`config.mk`:
```
export PLATFORM = sky130hd
export DESIGN_NAME = reg_file_sb
export DESIGN_NICKNAME = d
export VERILOG_FILES = /design/src/rtl/reg_file_sb.sv
export SDC_FILE = /design/constraint.sdc
export NUM_CORES = 2
export LEC_CHECK = 0
export BUFFER_PORTS_ARGS = -buffer_cell sky130_fd_sc_hd__buf_4
export CAP_MARGIN = 5
export CORE_MARGIN = 2
export CORE_UTILIZATION = 45
export DETAILED_ROUTE_END_ITERATION = 10
export HOLD_SLACK_MARGIN = 0.06
export PLACE_DENSITY_LB_ADDON = 0.1
export REMOVE_ABC_BUFFERS = 1
export SYNTH_ARGS = -nofsm -noshare
export SYNTH_HDL_FRONTEND = slang
export SYNTH_SLANG_ARGS = --single-unit
```
`constraint.sdc`:
```
create_clock -name clk -period 76.5 [get_ports clk]
set_input_delay 15.3 -clock clk [delete_from_list [all_inputs] [get_ports clk]]
set_output_delay 15.3 -clock clk [all_outputs]
set_load 0.02 [all_outputs]
```
`src/rtl/reg_file_sb.sv`:
```
// Two-write/two-read register file with an issue/writeback busy-bit scoreboard.
// Latency: writes and scoreboard update on one edge; reads and hazard flags are combinational.
// Backpressure: iss_stall refuses an issue to a still-busy destination (WAW); requester holds.
module reg_file_sb #(
   parameter int XLEN     = 32,
   parameter int NREGS    = 32,
   parameter int ZERO_REG = 1,
   parameter int BYPASS   = 1,
   localparam int AW      = $clog2(NREGS)
) (
   input  logic            clk,
   input  logic            rst,
   input  logic            wr_en0,
   input  logic [AW-1:0]   wr_addr0,
   input  logic [XLEN-1:0] wr_data0,
   input  logic            wr_en1,
   input  logic [AW-1:0]   wr_addr1,
   input  logic [XLEN-1:0] wr_data1,
   input  logic [AW-1:0]   rs1,
   input  logic [AW-1:0]   rs2,
   output logic [XLEN-1:0] rd_data1,
   output logic [XLEN-1:0] rd_data2,
   output logic            rs1_busy,
   output logic            rs2_busy,
   input  logic            iss_valid,
   input  logic [AW-1:0]   iss_rd,
   output logic            iss_stall,
   output logic [AW:0]     busy_count
);

   logic [XLEN-1:0] regs_q [NREGS];
   logic [NREGS-1:0] busy_q, busy_d;
   logic [AW:0]     busy_count_q, busy_count_d;

   logic we0, we1;
   logic rs1_wr_hit, rs2_wr_hit, iss_wr_hit;
   logic iss_accept;

   // Decode write-port qualifiers and same-cycle address matches.
   always_comb begin
      we0        = wr_en0 && !(ZERO_REG != 0 && wr_addr0 == '0);
      we1        = wr_en1 && !(ZERO_REG != 0 && wr_addr1 == '0);
      rs1_wr_hit = (wr_en0 && wr_addr0 == rs1) || (wr_en1 && wr_addr1 == rs1);
      rs2_wr_hit = (wr_en0 && wr_addr0 == rs2) || (wr_en1 && wr_addr1 == rs2);
      iss_wr_hit = (wr_en0 && wr_addr0 == iss_rd) || (wr_en1 && wr_addr1 == iss_rd);
   end

   // Register array; port 1 is assigned last so it wins a same-address collision.
   always_ff @(posedge clk or posedge rst) begin
      if (rst) begin
         for (int i = 0; i < NREGS; i++) regs_q[i] <= '0;
      end else begin
         if (we0) regs_q[wr_addr0] <= wr_data0;
         if (we1) regs_q[wr_addr1] <= wr_data1;
      end
   end

   // Read port 1: array value, optionally forwarded from a same-cycle write (port 1 first).
   always_comb begin
      rd_data1 = regs_q[rs1];
      if (BYPASS != 0) begin
         if (wr_en0 && wr_addr0 == rs1) rd_data1 = wr_data0;
         if (wr_en1 && wr_addr1 == rs1) rd_data1 = wr_data1;
      end
      // Forwarded data must not leak out while reset is held.
      if (rst || (ZERO_REG != 0 && rs1 == '0)) rd_data1 = '0;
   end

   // Read port 2: same structure as read port 1.
   always_comb begin
      rd_data2 = regs_q[rs2];
      if (BYPASS != 0) begin
         if (wr_en0 && wr_addr0 == rs2) rd_data2 = wr_data0;
         if (wr_en1 && wr_addr1 == rs2) rd_data2 = wr_data1;
      end
      if (rst || (ZERO_REG != 0 && rs2 == '0)) rd_data2 = '0;
   end

   // Hazard flags: a source stops being busy in the writeback cycle only when forwarding exists.
   always_comb begin
      rs1_busy   = busy_q[rs1] && !(BYPASS != 0 && rs1_wr_hit) && !(ZERO_REG != 0 && rs1 == '0);
      rs2_busy   = busy_q[rs2] && !(BYPASS != 0 && rs2_wr_hit) && !(ZERO_REG != 0 && rs2 == '0);
      // A writeback to the destination this cycle retires the older producer, so no WAW stall.
      iss_stall  = iss_valid && busy_q[iss_rd] && !iss_wr_hit;
      iss_accept = iss_valid && !iss_stall && !(ZERO_REG != 0 && iss_rd == '0);
   end

   // Next busy vector: clears from writeback first, then the issue set so set wins on overlap.
   always_comb begin
      busy_d = busy_q;
      if (wr_en0) busy_d[wr_addr0] = 1'b0;
      if (wr_en1) busy_d[wr_addr1] = 1'b0;
      if (iss_accept) busy_d[iss_rd] = 1'b1;
      busy_count_d = '0;
      for (int i = 0; i < NREGS; i++) begin
         busy_count_d = busy_count_d + {{AW{1'b0}}, busy_d[i]};
      end
   end

   // Scoreboard state and its popcount move together on the same edge.
   always_ff @(posedge clk or posedge rst) begin
      if (rst) begin
         busy_q       <= '0;
         busy_count_q <= '0;
      end else begin
         busy_q       <= busy_d;
         busy_count_q <= busy_count_d;
      end
   end

   assign busy_count = busy_count_q;

endmodule

```
==> results.json <==
{
  "synth-edff-count": 0,
  "nNetsFinal": 6335,
  "tritoncts": "yes",
  "ctsResizeCount": 0,
  "grt-busiest-layer": "met2",
  "endpoint_kind": "output port",
  "async_flop_share_pct": 100,
  "tns_ps": 0,
  "slew_viol_final": 0,
  "hold_depth": 0,
  "die_y_um": 391,
  "htree_levels": 4,
  "initial_core_util_pct": 45.5,
  "grt_max_degree": 156,
  "crit_buf_inv": 5,
  "min_path_type": "flip-flop to flip-flop",
  "r2r-end": "busy_count[4]",
  "fin_crit_ps": 34950,
  "hold-path-endpoint": "regs_q[1021]",
  "hold_viol_final": 0,
  "synth_top_cell_by_area": "dfrtp_1",
  "io_pins": 167,
  "critical-path-max-stage-delay_ps": 880,
  "cts-hold-fix-buffers": 0,
  "worstReg2RegStart": "busy_q[27]",
  "synth_area_per_cell_um2": 10.2,
  "antenna_found_initial": 14,
  "synth.cell_area_mm2": 0.0674,
  "cp.depth": 9,
  "via_per_inst": 7.17,
  "slowest_stage": "buf_4",
  "irDropWorstVdd_mv": 0.0571,
  "synth_cell_type_count": 61,
  "place_area_mm2": 0.0693,
  "maxSlewHeadroom_pct": 13.3,
  "groute.layer.met3.usage_pct": 12.7,
  "outcome": "complete, no violations",
  "ant_nets": 0,
  "drv_cap": 0,
  "yosysWarnings": 0,
  "clk_pin_slew_worst_paths_ps": 50,
  "yosys-top-cells-count": "dfrtp_1 (1062), mux2i_1 (942), nor2_1 (656)",
  "synth_area_leaders": "dfrtp_1 (39%), mux2i_1 (14%), mux4_2 (13%), a21oi_1 (4.1%), a22oi_1 (3.7%)",
  "area_growth_pct": 9.41,
  "path_common_cell": "buf_4",
  "worst-r2r-cell-count": 19,
  "hpwl_um": 169000,
  "cts_root_buf": "clkbuf_16",
  "grt_use_met1_pct": 52.3,
  "tightest_slew_ps": 1300,
  "seq_area_frac_synth_pct": 39.4,
  "drive_gt1_share_pct": 17.3,
  "worstPathArrival_ps": 19650,
  "drc": 0,
  "routabilityCongestion": 0.930,
  "p_leak_nw": 34.2,
  "power.density_mw_per_mm2": 28.6,
  "required_ps": 61200,
  "crit_path_start_kind": "input port",
  "portBuffers": 166,
  "wl_um": 317000,
  "synth-seq-cells": 1062,
  "grt_usage_pct": 40.9,
  "period_share_pct": 45.7,
  "core_mm2": 0.148,
  "vias": 59123,
  "rows": 141,
  "clockBufferDepth": 3,
  "rsz0062_at_grt": "no",
  "path_cells": "buf_4 -> inv_2 -> buf_4 -> or3_4 -> buf_4 -> o221ai_1 -> a211oi_1 -> o32ai_1 -> buf_4",
  "multi_input_area_mm2": 0.0376,
  "finalClockSkew_ps": 11.8,
  "setup_slack_ps": 41550,
  "hold_path.startpoint": "regs_q[1021]",
  "die-area_mm2": 0.153,
  "clock_sinks": 1062,
  "first_global_vias": 56294,
  "wl_per_cell_um": 38.4,
  "drt_first_pass_iters": 8,
  "grt_use_met2_pct": 59.1,
  "max_freq_ghz": 0.0286,
  "synthCells": 6632,
  "r2r_slack_ps": 69600,
  "nFillCells": 13408,
  "path_max_fanout": 44,
  "dieWidth_um": 391,
  "final-seq-area_mm2": 0.0266,
  "clk_latency_ps": 800,
  "yosys.area.top_type_share_pct": 39.4,
  "synth_flop_cell": "dfrtp_1",
  "first_iter_violations": 8561,
  "grt_remaining_overflow": 0,
  "design_area_mm2": 0.0737,
  "numCtsBuffers": 133,
  "grt_pass1_wl_um": 441000,
  "path_class": "input port to output port",
  "dp_slack_ps": 41600,
  "post_cts_buffers": 0,
  "critPathTopFamily": "buffers and inverters",
  "yosysMostFrequentCell": "dfrtp_1",
  "finalSetupViolCount": 0
}
layer usage:
metal / vias up / routed length (µm)
met4: 16 / 24800
met3: 1298 / 40200
met1: 29469 / 117000
met2: 4630 / 135000
li1: 23710 / -
met5: - / 111
per-stage QoR:
step	hold slack (ps)	total power, mW	cells	util (%)
floorplan	365	1.25	5752	-
global route	407	2.21	8240	49.7
detailed placement	382	1.45	8005	46.7
global placement	377	1.43	8005	46.7
finish	394	2.11	8249	49.7
CTS	396	2.10	8240	49.7
cells by family after synthesis:
group	synth area share, %
compound gates	17.4
flops	39.4
fa+ha+maj	0.843
simple gates	8.16
mux	27.9
xor+xnor	0.429
buf+inv	5.74
worst reg2reg max path: stages, from the launching register on:
cell and delay, ps:
dfrtp_1 430, mux2i_1 240, o22ai_1 120, nor4_1 510, or2_1 740, a32oi_1 300, fa_1 580, fa_1 560
inv_1 70, fa_1 500, fa_1 550, inv_1 50, fa_1 450, fa_1 490, inv_1 40, ha_1 210
fa_1 460, a21o_1 190, a21oi_1 170, xnor2_1 130
flip-flops by register name (all words and copies together) (netlist names):
name        count
regs_q       1024
busy_count      6
busy_q         32
area by class of cell:
cell class                      count  share of cell area (%)
Antenna cell                        9                  0.0306
Tap cell                         1930                    3.28
Timing Repair Buffer              323                    3.43
Multi-Input combinational cell   4649                    51.0
Clock buffer                      193                    5.37
Clock inverter                     42                   0.630
Inverter                           41                   0.219
Sequential cell                  1062                    36.1
placed cells by master (no fill, tap or decap), types with 31 or more instances in the layout:
cell	instances
mux2i_1	942
o32ai_1	63
a21oi_1	548
o22ai_1	42
a22oi_1	335
inv_1	38
a211o_1	31
nor2_1	619
o21ai_1	34
clkbuf_8	32
mux4_2	400
a22o_1	62
mux2_2	34
o221ai_1	93
buf_4	313
a32oi_1	42
dfrtp_1	1062
clkbuf_16	137
nand2_1	558
o21ai_0	415
a211oi_1	63
nand2_4	46
a221oi_1	63
power breakdown:
part           internal [mW]  switching (mW)
Combinational          0.312           0.311
Clock                  0.383           0.273
Sequential             0.710           0.121
worst max path at each step:
stage               slack [ps]           end  startpoint
global route             41380   rd_data2[1]      rs2[0]
CTS                      41590   rd_data2[1]      rs2[0]
finish                   41550  rd_data1[21]      rs1[2]
floorplan                10660   rd_data1[0]         rst
detailed placement       41600   rd_data2[1]      rs2[0]
global placement         41630   rd_data2[1]      rs2[0]
No activity file was read; power rests on OpenSTA's default activity.
